### src/rtl/uart_tx_framer_pkg.sv
// Shared types for the UART transmit framer: FSM state encoding, line levels
// and the per-frame configuration latched at launch.
package uart_tx_framer_pkg;

  typedef enum logic [2:0] {
    ST_IDLE   = 3'd0,
    ST_START  = 3'd1,
    ST_DATA   = 3'd2,
    ST_PARITY = 3'd3,
    ST_STOP   = 3'd4
  } tx_state_e;

  localparam logic IDLE_LVL  = 1'b1;
  localparam logic START_LVL = 1'b0;

  typedef struct packed {
    logic parity_en;
    logic parity_odd;
    logic two_stop;
  } frame_cfg_t;

endpackage

### src/rtl/uart_tx_framer_if.sv
// Pop handshake between the first-word-fall-through TX FIFO and the framer.
interface uart_tx_framer_if;

  logic [7:0] data;
  logic       data_available;
  logic       req;

  modport master (output data, output data_available, input req);
  modport slave  (input data, input data_available, output req);

endinterface

### src/rtl/uart_tx_framer.sv
// UART transmit PHY: pops a byte from the TX FIFO and frames it as start,
// LSB-first data, optional parity and 1 or 2 stop bits, one bit per baud tick.
module uart_tx_framer
  import uart_tx_framer_pkg::*;
#(
  parameter int DATA_BITS = 8,
  parameter int CNT_W     = 3
) (
  input  logic             clk,
  input  logic             rst,
  input  logic             tx_clk_posedge,
  uart_tx_framer_if.slave  fifo,
  input  logic             parity_en,
  input  logic             parity_odd,
  input  logic             two_stop,
  output logic             busy,
  output logic             tx
);

  localparam logic [CNT_W-1:0] LAST_BIT = CNT_W'(DATA_BITS - 1);

  tx_state_e            state;
  tx_state_e            state_nxt;
  logic [DATA_BITS-1:0] shift;
  logic [CNT_W-1:0]     bit_cnt;
  logic                 stop_cnt;
  frame_cfg_t           cfg;
  logic                 par;
  logic                 tick;
  logic                 last_bit;
  logic                 last_stop;
  logic                 launch;

  assign tick     = tx_clk_posedge;
  assign last_bit = (bit_cnt == LAST_BIT);
  // The stop period ending now is the final one unless a second stop bit is still owed.
  assign last_stop = (state == ST_STOP) && !(cfg.two_stop && !stop_cnt);
  assign launch    = tick && fifo.data_available && ((state == ST_IDLE) || last_stop);

  // NOTE: sequential state uses non-blocking assignments so every flop samples
  // pre-edge values regardless of process evaluation order.
  always_ff @(posedge clk or posedge rst) begin
    if (rst) state <= ST_IDLE;
    else     state <= state_nxt;
  end

  always_comb begin
    // NOTE: defaulting every combinational output first keeps all paths assigned,
    // so no latch is inferred.
    state_nxt = state;
    if (launch) begin
      state_nxt = ST_START;
    end else if (tick) begin
      case (state)
        ST_START:  state_nxt = ST_DATA;
        ST_DATA:   if (last_bit) state_nxt = cfg.parity_en ? ST_PARITY : ST_STOP;
        ST_PARITY: state_nxt = ST_STOP;
        ST_STOP:   if (last_stop) state_nxt = ST_IDLE;
        default:   state_nxt = state;
      endcase
    end
  end

  always_comb begin
    fifo.req = launch;
    busy     = (state != ST_IDLE);
  end

  // Datapath: shift register, counters, latched config and the registered line.
  always_ff @(posedge clk or posedge rst) begin
    if (rst) begin
      tx       <= IDLE_LVL;
      shift    <= '0;
      bit_cnt  <= '0;
      stop_cnt <= 1'b0;
      cfg      <= '0;
      par      <= 1'b0;
    end else if (launch) begin
      shift <= fifo.data[DATA_BITS-1:0];
      cfg   <= frame_cfg_t'{parity_en, parity_odd, two_stop};
      par   <= (^fifo.data[DATA_BITS-1:0]) ^ parity_odd;
      tx    <= START_LVL;
    end else if (tick) begin
      case (state)
        ST_START: begin
          tx      <= shift[0];
          shift   <= shift >> 1;
          bit_cnt <= '0;
        end
        ST_DATA: begin
          if (!last_bit) begin
            tx      <= shift[0];
            shift   <= shift >> 1;
            bit_cnt <= bit_cnt + CNT_W'(1);
          end else begin
            tx       <= cfg.parity_en ? par : IDLE_LVL;
            stop_cnt <= 1'b0;
          end
        end
        ST_PARITY: begin
          tx       <= IDLE_LVL;
          stop_cnt <= 1'b0;
        end
        ST_STOP: begin
          tx       <= IDLE_LVL;
          stop_cnt <= 1'b1;
        end
        default: tx <= IDLE_LVL;
      endcase
    end
  end

endmodule
### src/flat_wrapper.sv
// flat-port wrapper written by rule: the top's interface ports become plain ports
module uart_tx_framer_flat import uart_tx_framer_pkg::*;
#(
  parameter int DATA_BITS = 8,
  parameter int CNT_W     = 3
)
  (clk, rst, tx_clk_posedge, parity_en, parity_odd, two_stop, busy, tx, fifo_data, fifo_data_available, fifo_req);
  uart_tx_framer_if fifo_i ();
  input  logic clk;
  input  logic rst;
  input  logic tx_clk_posedge;
  input  logic parity_en;
  input  logic parity_odd;
  input  logic two_stop;
  output logic busy;
  output logic tx;
  input wire logic [$bits(fifo_i.data)-1:0] fifo_data;
  input wire logic [$bits(fifo_i.data_available)-1:0] fifo_data_available;
  output wire logic [$bits(fifo_i.req)-1:0] fifo_req;
  assign fifo_i.data = fifo_data;
  assign fifo_i.data_available = fifo_data_available;
  assign fifo_req = fifo_i.req;
  uart_tx_framer #(.DATA_BITS(DATA_BITS), .CNT_W(CNT_W)) u_core (.clk(clk), .rst(rst), .tx_clk_posedge(tx_clk_posedge), .fifo(fifo_i), .parity_en(parity_en), .parity_odd(parity_odd), .two_stop(two_stop), .busy(busy), .tx(tx));
endmodule
### config.mk
export PLATFORM = sky130hd
export DESIGN_NAME = uart_tx_framer_flat
export DESIGN_NICKNAME = d
export VERILOG_FILES = /design/src/rtl/uart_tx_framer_pkg.sv /design/src/rtl/uart_tx_framer_if.sv /design/src/rtl/uart_tx_framer.sv /design/src/flat_wrapper.sv
export SDC_FILE = /design/constraint.sdc
export NUM_CORES = 1
export LEC_CHECK = 0
export ABC_CLOCK_PERIOD_IN_PS = 5100
export CAP_MARGIN = 10
export CORE_AREA = 2 2 51 72
export DETAILED_ROUTE_END_ITERATION = 7
export DIE_AREA = 0 0 53 74
export HOLD_SLACK_MARGIN = 0.1
export PLACE_DENSITY = 0.57
export SETUP_SLACK_MARGIN = 0.05
export SLEW_MARGIN = 40
export SYNTH_ARGS = -nofsm -noshare
export SYNTH_HDL_FRONTEND = slang
export SYNTH_SLANG_ARGS = --single-unit
### constraint.sdc
create_clock -name clk -period 5.1 [get_ports clk]
set_clock_uncertainty 0.1 [all_clocks]
set_input_delay 1.02 -clock clk [delete_from_list [all_inputs] [get_ports clk]]
set_output_delay 1.02 -clock clk [all_outputs]
set_load 0.01 [all_outputs]
==> metrics.md <==
| Metric | Value |
|---|---|
| Initial DRC Count | `10` |
| Total number of vias | `792` |
| PostCTS Resize Cnt | `0` |
| DRT Pass-1 Iters | `4` |
| # port buffers | `17` |
| Pint | `0.000432 W` |
| Least-Margin Pin Slew | `522 ps` |
| CP Launch Type | `primary input` |
| Status | `complete, no violations` |
| Fmax | `0.253 GHz` |
| Clock transition at path regs | `70 ps` |
| Die Width | `53 um` |
| Sink Count | `19` |
| Sw Ratio | `35.7%` |
| Avg Inst Size Synth | `10.7 sq um` |
| Synthesized area | `1100 sq um` |
| Crit path time final | `3950 ps` |
| Max-cap violations | `0` |
| Largest cells by area after synthesis | `dfrtp_1, a22o_1, a21o_1` |
| Clock latency at the later pin of the worst-skew pair | `250 ps` |
| Share of cells above drive strength 1 | `12.6%` |
| Overall routed net length | `2.05 mm` |
| Site Rows | `25` |
| Setup_tns | `0 ps` |
| Logic pwr share | `41.6%` |
| Top cell type's share of synthesized area | `41.0%` |
| Total GRT Usage | `12.5%` |
| First-pass GRT wire length | `3.66 mm` |
| Die area | `3920 sq um` |
| Number of global-route vias before repair | `836` |
| CTS max path bufs | `2` |
| Remaining antenna violation count | `0` |
| Slew headroom | `65.1%` |
| Syn nets | `120` |
| Filler cells | `346` |
| Tot Pwr | `0.000672 W` |
| Final hold vios | `0` |
| Critical path class | `primary input to primary output` |
| Ys Warns | `0` |
| Grt total ovfl | `0` |
| Required time worst endpoint | `3980 ps` |
| Detailed Place HPWL | `1.55 mm` |
| CTS buffer count | `3` |
| Peak VDD IR | `272 uV` |
| WP data arrival | `2830 ps` |
| H-tree levels | `1` |
| Sequential area share after synthesis | `43.4%` |
| Min-delay worst type | `flip-flop to flip-flop` |
| Seq pwr share | `43.0%` |
| Routability cong. | `0.808` |
| RSZ-0062 raised after global routing | `no` |
| Mapped Cells | `103` |
| Die H | `74 um` |
| Pins Over Slew Limit | `0` |
| # IOs | `18` |
| Antenna diode count | `0` |
| Clock power frac | `15.3%` |
| Crit-path max FO | `13` |
| Root Driver | `clkbuf_8` |
| Antenna violations before repair | `0` |
| Post-CTS Setup Inserts | `0` |
| Cts hold-fix bufs | `0` |
| Area growth syn-to-layout | `19.7%` |
| Yosys cell types | `37` |
| Flops & latches, synth | `19` |
| Vias/cell | `4.98` |
| CP Capture Type | `primary output` |
| Area leader, netlist | `dfrtp_1` |
| Switching Power | `0.000240 W` |
| Largest net degree at the start of global routing | `20` |
| Final setup viols | `0` |
| Initial core utilization | `33.4%` |
| DRC violations left | `0` |
| Pleak | `0.608 nW` |
| Final period util | `77.5%` |
| Nets | `137` |
| Wirelength per Cell | `12.9 um` |
| Core Region | `3280 sq um` |
| Power Density | `511 nW/um^2` |
| CTS tree | `done` |
## power by group through the flow
stage | registers (W) | logic, W | clock network, W
final | 0.000289 | 0.000280 | 0.000103
after global routing | 0.000302 | 0.000316 | 0.000114
after floorplan | 0.000257 | 0.000262 | 0
after detailed placement | 0.000291 | 0.000286 | 0
after global placement | 0.000289 | 0.000281 | 0
after CTS | 0.000289 | 0.000287 | 0.000107
## synthesized netlist by cell type
cell	n
nor3b_1	1
buf_6	3
buf_4	2
a21o_1	6
xnor2_1	5
nor3b_2	1
nand4b_1	1
nor2_1	2
nor3_1	2
a21oi_1	3
o22ai_1	1
or3_1	1
nand2b_1	1
o21ai_0	4
nand3b_1	1
mux2i_1	1
o211ai_2	1
a22o_1	9
o21bai_1	1
nand3_1	3
a2bb2oi_1	1
o31ai_1	1
nor2b_1	4
o211ai_1	1
xnor3_1	1
dfstp_2	1
nand3_2	1
inv_1	7
mux2_2	3
ha_1	2
dfrtp_1	18
o21a_4	1
nor3b_4	1
nand2_1	9
nor2_2	1
inv_2	1
xor2_1	1
## worst max-delay path, cell delays in order
cell and delay [ps]:
clkdlybuf4s50_1 550, nor3b_2 250, nand3_2 180, inv_2 250, clkdlybuf4s50_1 590
## state kept, by name, indices dropped and copies added (netlist names)
name             flops
u_core.shift         8
u_core.bit_cnt       3
u_core.state         3
u_core.cfg           2
u_core.par           1
u_core.stop_cnt      1
u_core.tx            1
## final cells by class
| type | instances | area [sq um] | share of cell area (%) |
|---|---|---|---|
| Sequential cell | 19 | 477 | 36.3 |
| Multi-Input combinational cell | 71 | 543 | 41.3 |
| Clock buffer | 4 | 45.0 | 3.43 |
| Timing Repair Buffer | 17 | 170 | 12.9 |
| Tap cell | 40 | 50.0 | 3.81 |
| Inverter | 8 | 30.0 | 2.28 |
## final timing paths
path,cells after the start,slack [ps],startpoint,end
setup / recovery,5,1150,tx_clk_posedge,fifo_req
hold / removal,1,380,u_core.shift[2],u_core.shift[2]
setup reg to reg,6,3280,u_core.bit_cnt[0],u_core.shift[3]
hold reg to reg,1,380,u_core.shift[2],u_core.shift[2]
max in group asynchronous,2,3620,rst,u_core.tx
min in group asynchronous,2,960,rst,u_core.cfg[2]
## stage by stage
stage / hold WS (ps) / instances / utilization (%) / setup WS (ps) / cell area (sq um)
global placement: 367 / 155 / 38.7 / 1190 / 1270
detailed placement: 370 / 155 / 38.7 / 1120 / 1270
finish: 383 / 159 / 40.0 / 1150 / 1320
CTS: 387 / 159 / 40.0 / 1120 / 1320
floorplan: 343 / 103 / - / 2380 / 1100
global route: 415 / 159 / 40.0 / 1010 / 1320
## cells in the final DEF (no fill, tap or decap)
cell	Yosys	layout
a21o_1	6	6
a21oi_1	3	3
a22o_1	9	9
a2bb2oi_1	1	1
clkbuf_1	0	1
clkbuf_8	0	3
clkdlybuf4s50_1	0	17
dfrtp_1	18	18
dfstp_2	1	1
ha_1	2	2
inv_1	7	6
inv_2	1	2
mux2_2	3	3
mux2i_1	1	1
nand2_1	9	9
nand2b_1	1	1
nand3_1	3	3
nand3_2	1	1
nand3b_1	1	1
nand4b_1	1	1
nor2_1	2	2
nor2_2	1	1
nor2b_1	4	4
nor3_1	2	2
nor3b_1	1	1
nor3b_2	1	1
nor3b_4	1	1
o211ai_1	1	1
o211ai_2	1	1
o21a_4	1	1
o21ai_0	4	4
o21bai_1	1	1
o22ai_1	1	1
o31ai_1	1	1
or3_1	1	1
xnor2_1	5	5
xnor3_1	1	1
xor2_1	1	1
## cells by family (layout without fill, tap and decap cells)
group / count (synthesis) / in the layout / share of synthesized area (%)
compound gates: 29 / 29 / 20.4
fa+ha+maj: 2 / 2 / 2.28
mux: 4 / 4 / 3.99
xor+xnor: 7 / 7 / 6.83
flops: 19 / 19 / 43.4
simple gates: 29 / 29 / 15.9
buf+inv: 13 / 29 / 7.17
## routing by layer
metal / vias to the layer above / part of all wire, % / GRT usage, %
met2: 17 / 51 / 21.0
li1: 393 / - / -
met1: 379 / 44 / 16.1
met3: 3 / 3.6 / 1.81
met4: 0 / 1.5 / 5.13
met5: - / 0 / 0
Power figures use the tool's default switching activity.
==> variant 1 (same settings) <==
`CNT_W` is set to 3 in 2 places; all go to 6.
--- a/src/rtl/uart_tx_framer.sv
+++ b/src/rtl/uart_tx_framer.sv
@@ -4,7 +4,7 @@
   import uart_tx_framer_pkg::*;
 #(
   parameter int DATA_BITS = 8,
-  parameter int CNT_W     = 3
+  parameter int CNT_W     = 6
 ) (
   input  logic             clk,
   input  logic             rst,
--- a/src/flat_wrapper.sv
+++ b/src/flat_wrapper.sv
@@ -2,7 +2,7 @@
 module uart_tx_framer_flat import uart_tx_framer_pkg::*;
 #(
   parameter int DATA_BITS = 8,
-  parameter int CNT_W     = 3
+  parameter int CNT_W     = 6
 )
   (clk, rst, tx_clk_posedge, parity_en, parity_odd, two_stop, busy, tx, fifo_data, fifo_data_available, fifo_req);
   uart_tx_framer_if fifo_i ();
Check against the original RTL: same outputs for any inputs over 10 cycles, from zero or initial values and one cycle with rst high; that may be too few to reach the edited logic, so the function may still have changed.
==> variant 1 against the unedited design <==
  * Worst setup slack got worse by 340 ps
  * Clock power rose by 9%
  * Global-route usage grew 3.2 points
  * Synthesized cell count rose by 27%
  * Cell area rose by 14%
  * Sequential cell count increased by 3
  * Maximum frequency shrank 7.9%
  * Synthesized area rose by 13%
  * Power is 0.85% lower
  * Routed wire length grew 27%
  * Critical path type unchanged
  * Largest power group unchanged
  * Highest routed layer unchanged
==> variant 1: results (changes against the unedited design) <==
| Metric | Value |
|---|---|
| Status | `finished clean (unchanged)` |
| Area contributors post-synth | `dfrtp_1, o21ai_0, nand2_1 (was dfrtp_1, a22o_1, a21o_1)` |
| Lkg Pwr | `0.625 nW (was 0.608 nW)` |
| Mapped Cells | `131 (was 103)` |
| Share of layout cells above drive strength 1 | `0.0800 (was 0.126)` |
| GR Util met3 | `0.0241 (was 0.0181)` |
| Largest net degree at the start of global routing | `23 (was 20)` |
| Biggest regs | `u_core.shift: 8 flops, u_core.bit_cnt: 6 flops, u_core.state: 3 flops (was u_core.shift: 8 flops, u_core.bit_cnt: 3 flops, u_core.state: 3 flops)` |
| Total global-route track usage | `0.157 (was 0.125)` |
| Drt wl/cell | `13.7 um (was 12.9 um)` |
| Crit Path Max Fanout | `14 (was 13)` |
| Sw Ratio | `0.375 (was 0.357)` |
| Filler cell count | `327 (was 346)` |
| DP HPWL | `1990 um (was 1550 um)` |
| Slew of the pin with the lowest slew margin | `534 ps (was 522 ps)` |
| Met1 usage | `0.175 (was 0.161)` |
| DRT iter0 DRCs | `32 (was 10)` |
| Sequential element share of the synthesized area | `0.446 (was 0.434)` |
| DP Worst Slack | `818 ps (was 1120 ps)` |
| Max VDD drop | `0.000180 V (was 0.000272 V)` |
| CTS Buf Count | `3 (unchanged)` |
| Vias per inst | `5.38 (was 4.98)` |
| Final nets | `167 (was 137)` |
| Layout Cells excl Fill | `190 (was 159)` |
| Netlist cell types | `40 (was 37)` |
| Syn_nets | `147 (was 120)` |
| Met2 global-route usage | `0.283 (was 0.210)` |
| Synth cell count leaders | `dfrtp_1, nand2_1, o21ai_0 (was dfrtp_1, a22o_1, nand2_1)` |
| First-pass GRT wire length | `4510 um (was 3660 um)` |
| CTS Buffer Depth | `2 (unchanged)` |
| Arrival time at the worst endpoint | `3170 ps (was 2830 ps)` |
| Gpl congestion | `0.885 (was 0.808)` |
| Cell count after placement | `186 (was 155)` |
| Placed instance area | `1450 sq um (was 1270 sq um)` |
| Vias in the first global route | `1009 (was 836)` |
| Yosys warnings | `0 (unchanged)` |
[variant 1: through the flow]
step	utilization	hold WS, ps
after floorplan	-	338
after CTS	0.456	386
after global routing	0.456	425
after global placement	0.442	367
after detailed placement	0.442	371
final	0.456	378
[variant 1: cell type report]
type | instances | area (sq um) | share of cell area
clock buffer | 4 | 45.0 | 0.0301
inverter | 5 | 18.8 | 0.0125
multi-input combinational | 101 | 653 | 0.436
sequential | 22 | 552 | 0.369
tap | 40 | 50.0 | 0.0334
timing repair buffer | 18 | 178 | 0.119
[variant 1: logic make-up after synthesis]
family | share of synthesized area
buffers and inverters | 0.0253
flip-flops | 0.446
adder cells (fa/ha/maj) | 0.0101
multiplexers | 0.0658
AO/OA/AOI/OAI | 0.203
AND/OR/NAND/NOR | 0.192
XOR/XNOR | 0.0567
[variant 1: metal layers]
layer | vias up | share of wire
met5 | - | 0
met4 | 0 | 0.012
met3 | 4 | 0.033
met2 | 20 | 0.54
met1 | 487 | 0.41
li1 | 512 | -
[variant 1: final timing paths]
path,cells past startpoint,endpoint,slack (ps),startpoint
max in group asynchronous,2,u_core.tx$_DFFE_PP1P_,3560,rst
min in group asynchronous,2,u_core.bit_cnt[2]$_DFFE_PP0P_,980,rst
max reg2reg,6,u_core.shift[4]$_DFFE_PP0P_,3000,u_core.state[1]$_DFFE_PP0P_
max,5,fifo_req,810,tx_clk_posedge
min,1,u_core.bit_cnt[5]$_DFFE_PP0P_,380,u_core.bit_cnt[5]$_DFFE_PP0P_
min reg2reg,1,u_core.bit_cnt[5]$_DFFE_PP0P_,380,u_core.bit_cnt[5]$_DFFE_PP0P_
[variant 1: worst max-delay path, stage by stage]
cell and delay, ps:
clkdlybuf4s50_1 810, nand4bb_1 170, a21o_1 360, inv_2 240, clkdlybuf4s50_1 580
[variant 1: power groups by stage]
| stage | clock network (mW) | registers [mW] | logic, mW |
|---|---|---|---|
| after global placement | 0 | 0.298 | 0.254 |
| final | 0.112 | 0.296 | 0.259 |
| after detailed placement | 0 | 0.300 | 0.258 |
| after CTS | 0.117 | 0.296 | 0.259 |
| after global routing | 0.124 | 0.306 | 0.297 |
| after floorplan | 0 | 0.283 | 0.194 |
==> variant 2 (config.mk and constraints unchanged) <==
Made on the original files. Reset style: synchronous (`rst`), changed in 2 clocked blocks.
--- a/src/rtl/uart_tx_framer.sv
+++ b/src/rtl/uart_tx_framer.sv
@@ -39,7 +39,7 @@
 
   // NOTE: sequential state uses non-blocking assignments so every flop samples
   // pre-edge values regardless of process evaluation order.
-  always_ff @(posedge clk or posedge rst) begin
+  always_ff @(posedge clk) begin
     if (rst) state <= ST_IDLE;
     else     state <= state_nxt;
   end
@@ -67,7 +67,7 @@
   end
 
   // Datapath: shift register, counters, latched config and the registered line.
-  always_ff @(posedge clk or posedge rst) begin
+  always_ff @(posedge clk) begin
     if (rst) begin
       tx       <= IDLE_LVL;
       shift    <= '0;
Behaviour: differs if rst is asserted again (counterexample within 4 cycles, from zero or initial values and one cycle with rst high); with rst held inactive, the same outputs for 10 cycles.
==> variant 2 against the unedited design <==
  * Critical path depth unchanged
  * Cell area down 1.0%
  * Worst setup slack improved by 34 ps
  * Synthesized area shrank 2.3%
  * Worst hold slack better by 3.2 ps
  * Sequential cell count unchanged
  * Routed wire length rose by 27%
  * Critical endpoint unchanged
  * Highest routed layer unchanged
Power is not compared: it rests on default switching activity, and its combinational part moved more than twofold at a synthesized area within 25%.
==> variant 2: results (changes against the unedited design) <==
| Metric | Value |
|---|---|
| Compound-Gate Fraction of Synth Area | `0.310 (was 0.204)` |
| Syn_nets | `129 (was 120)` |
| Worst flop-to-flop path startpoint | `u_core.bit_cnt[0]$_SDFFE_PP0P_ (was u_core.bit_cnt[0]$_DFFE_PP0P_)` |
| Adder-Cell Fraction of Synth Area | `0.0233 (was 0.0228)` |
| Via Count | `959 (was 792)` |
| Largest net degree at the start of global routing | `16 (was 20)` |
| DRT iter0 DRCs | `25 (was 10)` |
| Netlist cell types | `43 (was 37)` |
| Worst hold start | `u_core.bit_cnt[2]$_SDFFE_PP0P_ (was u_core.shift[2]$_DFFE_PP0P_)` |
| Top FF cell, synth | `dfxtp_1 (was dfrtp_1)` |
| Share of layout cells above drive strength 1 | `0.117 (was 0.126)` |
| Mapped Cells | `112 (was 103)` |
| Drt wl/cell | `15.5 um (was 12.9 um)` |
| Post-synth ARST share | `0 (was 1.00)` |
| Crit Path Max Fanout | `15 (was 13)` |
| R2R Path End | `u_core.shift[4]$_SDFFE_PP0P_ (was u_core.shift[3]$_DFFE_PP0P_)` |
| Sequential element share of the synthesized area | `0.354 (was 0.434)` |
| First-pass GRT wire length | `4400 um (was 3660 um)` |
| Placed instance area | `1250 sq um (was 1270 sq um)` |
| Hold path depth | `2 (was 1)` |
| Gpl congestion | `0.776 (was 0.808)` |
| Post-synthesis xor/xnor area fraction | `0.0664 (was 0.0683)` |
| Achievable frequency | `255 MHz (was 253 MHz)` |
| DP HPWL | `1890 um (was 1550 um)` |
| Area contributors post-synth | `dfxtp_1, a21oi_1, o211ai_1 (was dfrtp_1, a22o_1, a21o_1)` |
| Vias in the first global route | `937 (was 836)` |
| Status | `finished clean (unchanged)` |
| Final hold slack | `386 ps (was 383 ps)` |
| Synth cell count leaders | `dfxtp_1, a21oi_1, nand2_1 (was dfrtp_1, a22o_1, nand2_1)` |
| Register-to-Register Setup Slack | `3240 ps (was 3280 ps)` |
| Post-synthesis mux area share | `0 (was 0.0399)` |
[variant 2: changes by cell type after synthesis, sizes merged, moves of 4 or more]
cell | unedited run | this run
a21oi | 3 | 15
o21a | 1 | 5
o221a | 0 | 4
dfrtp | 18 | 0
a21o | 6 | 0
dfxtp | 0 | 19
a22o | 9 | 0
o211ai | 2 | 6
[variant 2: final cells by class]
class | instances | area [sq um] | area share
Timing Repair Buffer | 17 | 170 | 0.131
Inverter | 5 | 18.8 | 0.0144
Clock inverter | 1 | 5.00 | 0.00385
Multi-Input combinational cell | 83 | 636 | 0.488
Clock buffer | 3 | 41.3 | 0.0317
Tap cell | 40 | 50.0 | 0.0385
Sequential cell | 19 | 380 | 0.292
[variant 2: per-layer routing]
layer	routed length, um	global-route usage
met1	1060	0.182
met2	1360	0.257
met3	102	0.0201
met4	78	0.0855
met5	0	0
[variant 2: where the power goes]
part           switching (mW)  internal, mW  total [mW]
Combinational          0.0312        0.0328      0.0640
Sequential            0.00639         0.156       0.162
Clock                  0.0532        0.0545       0.108
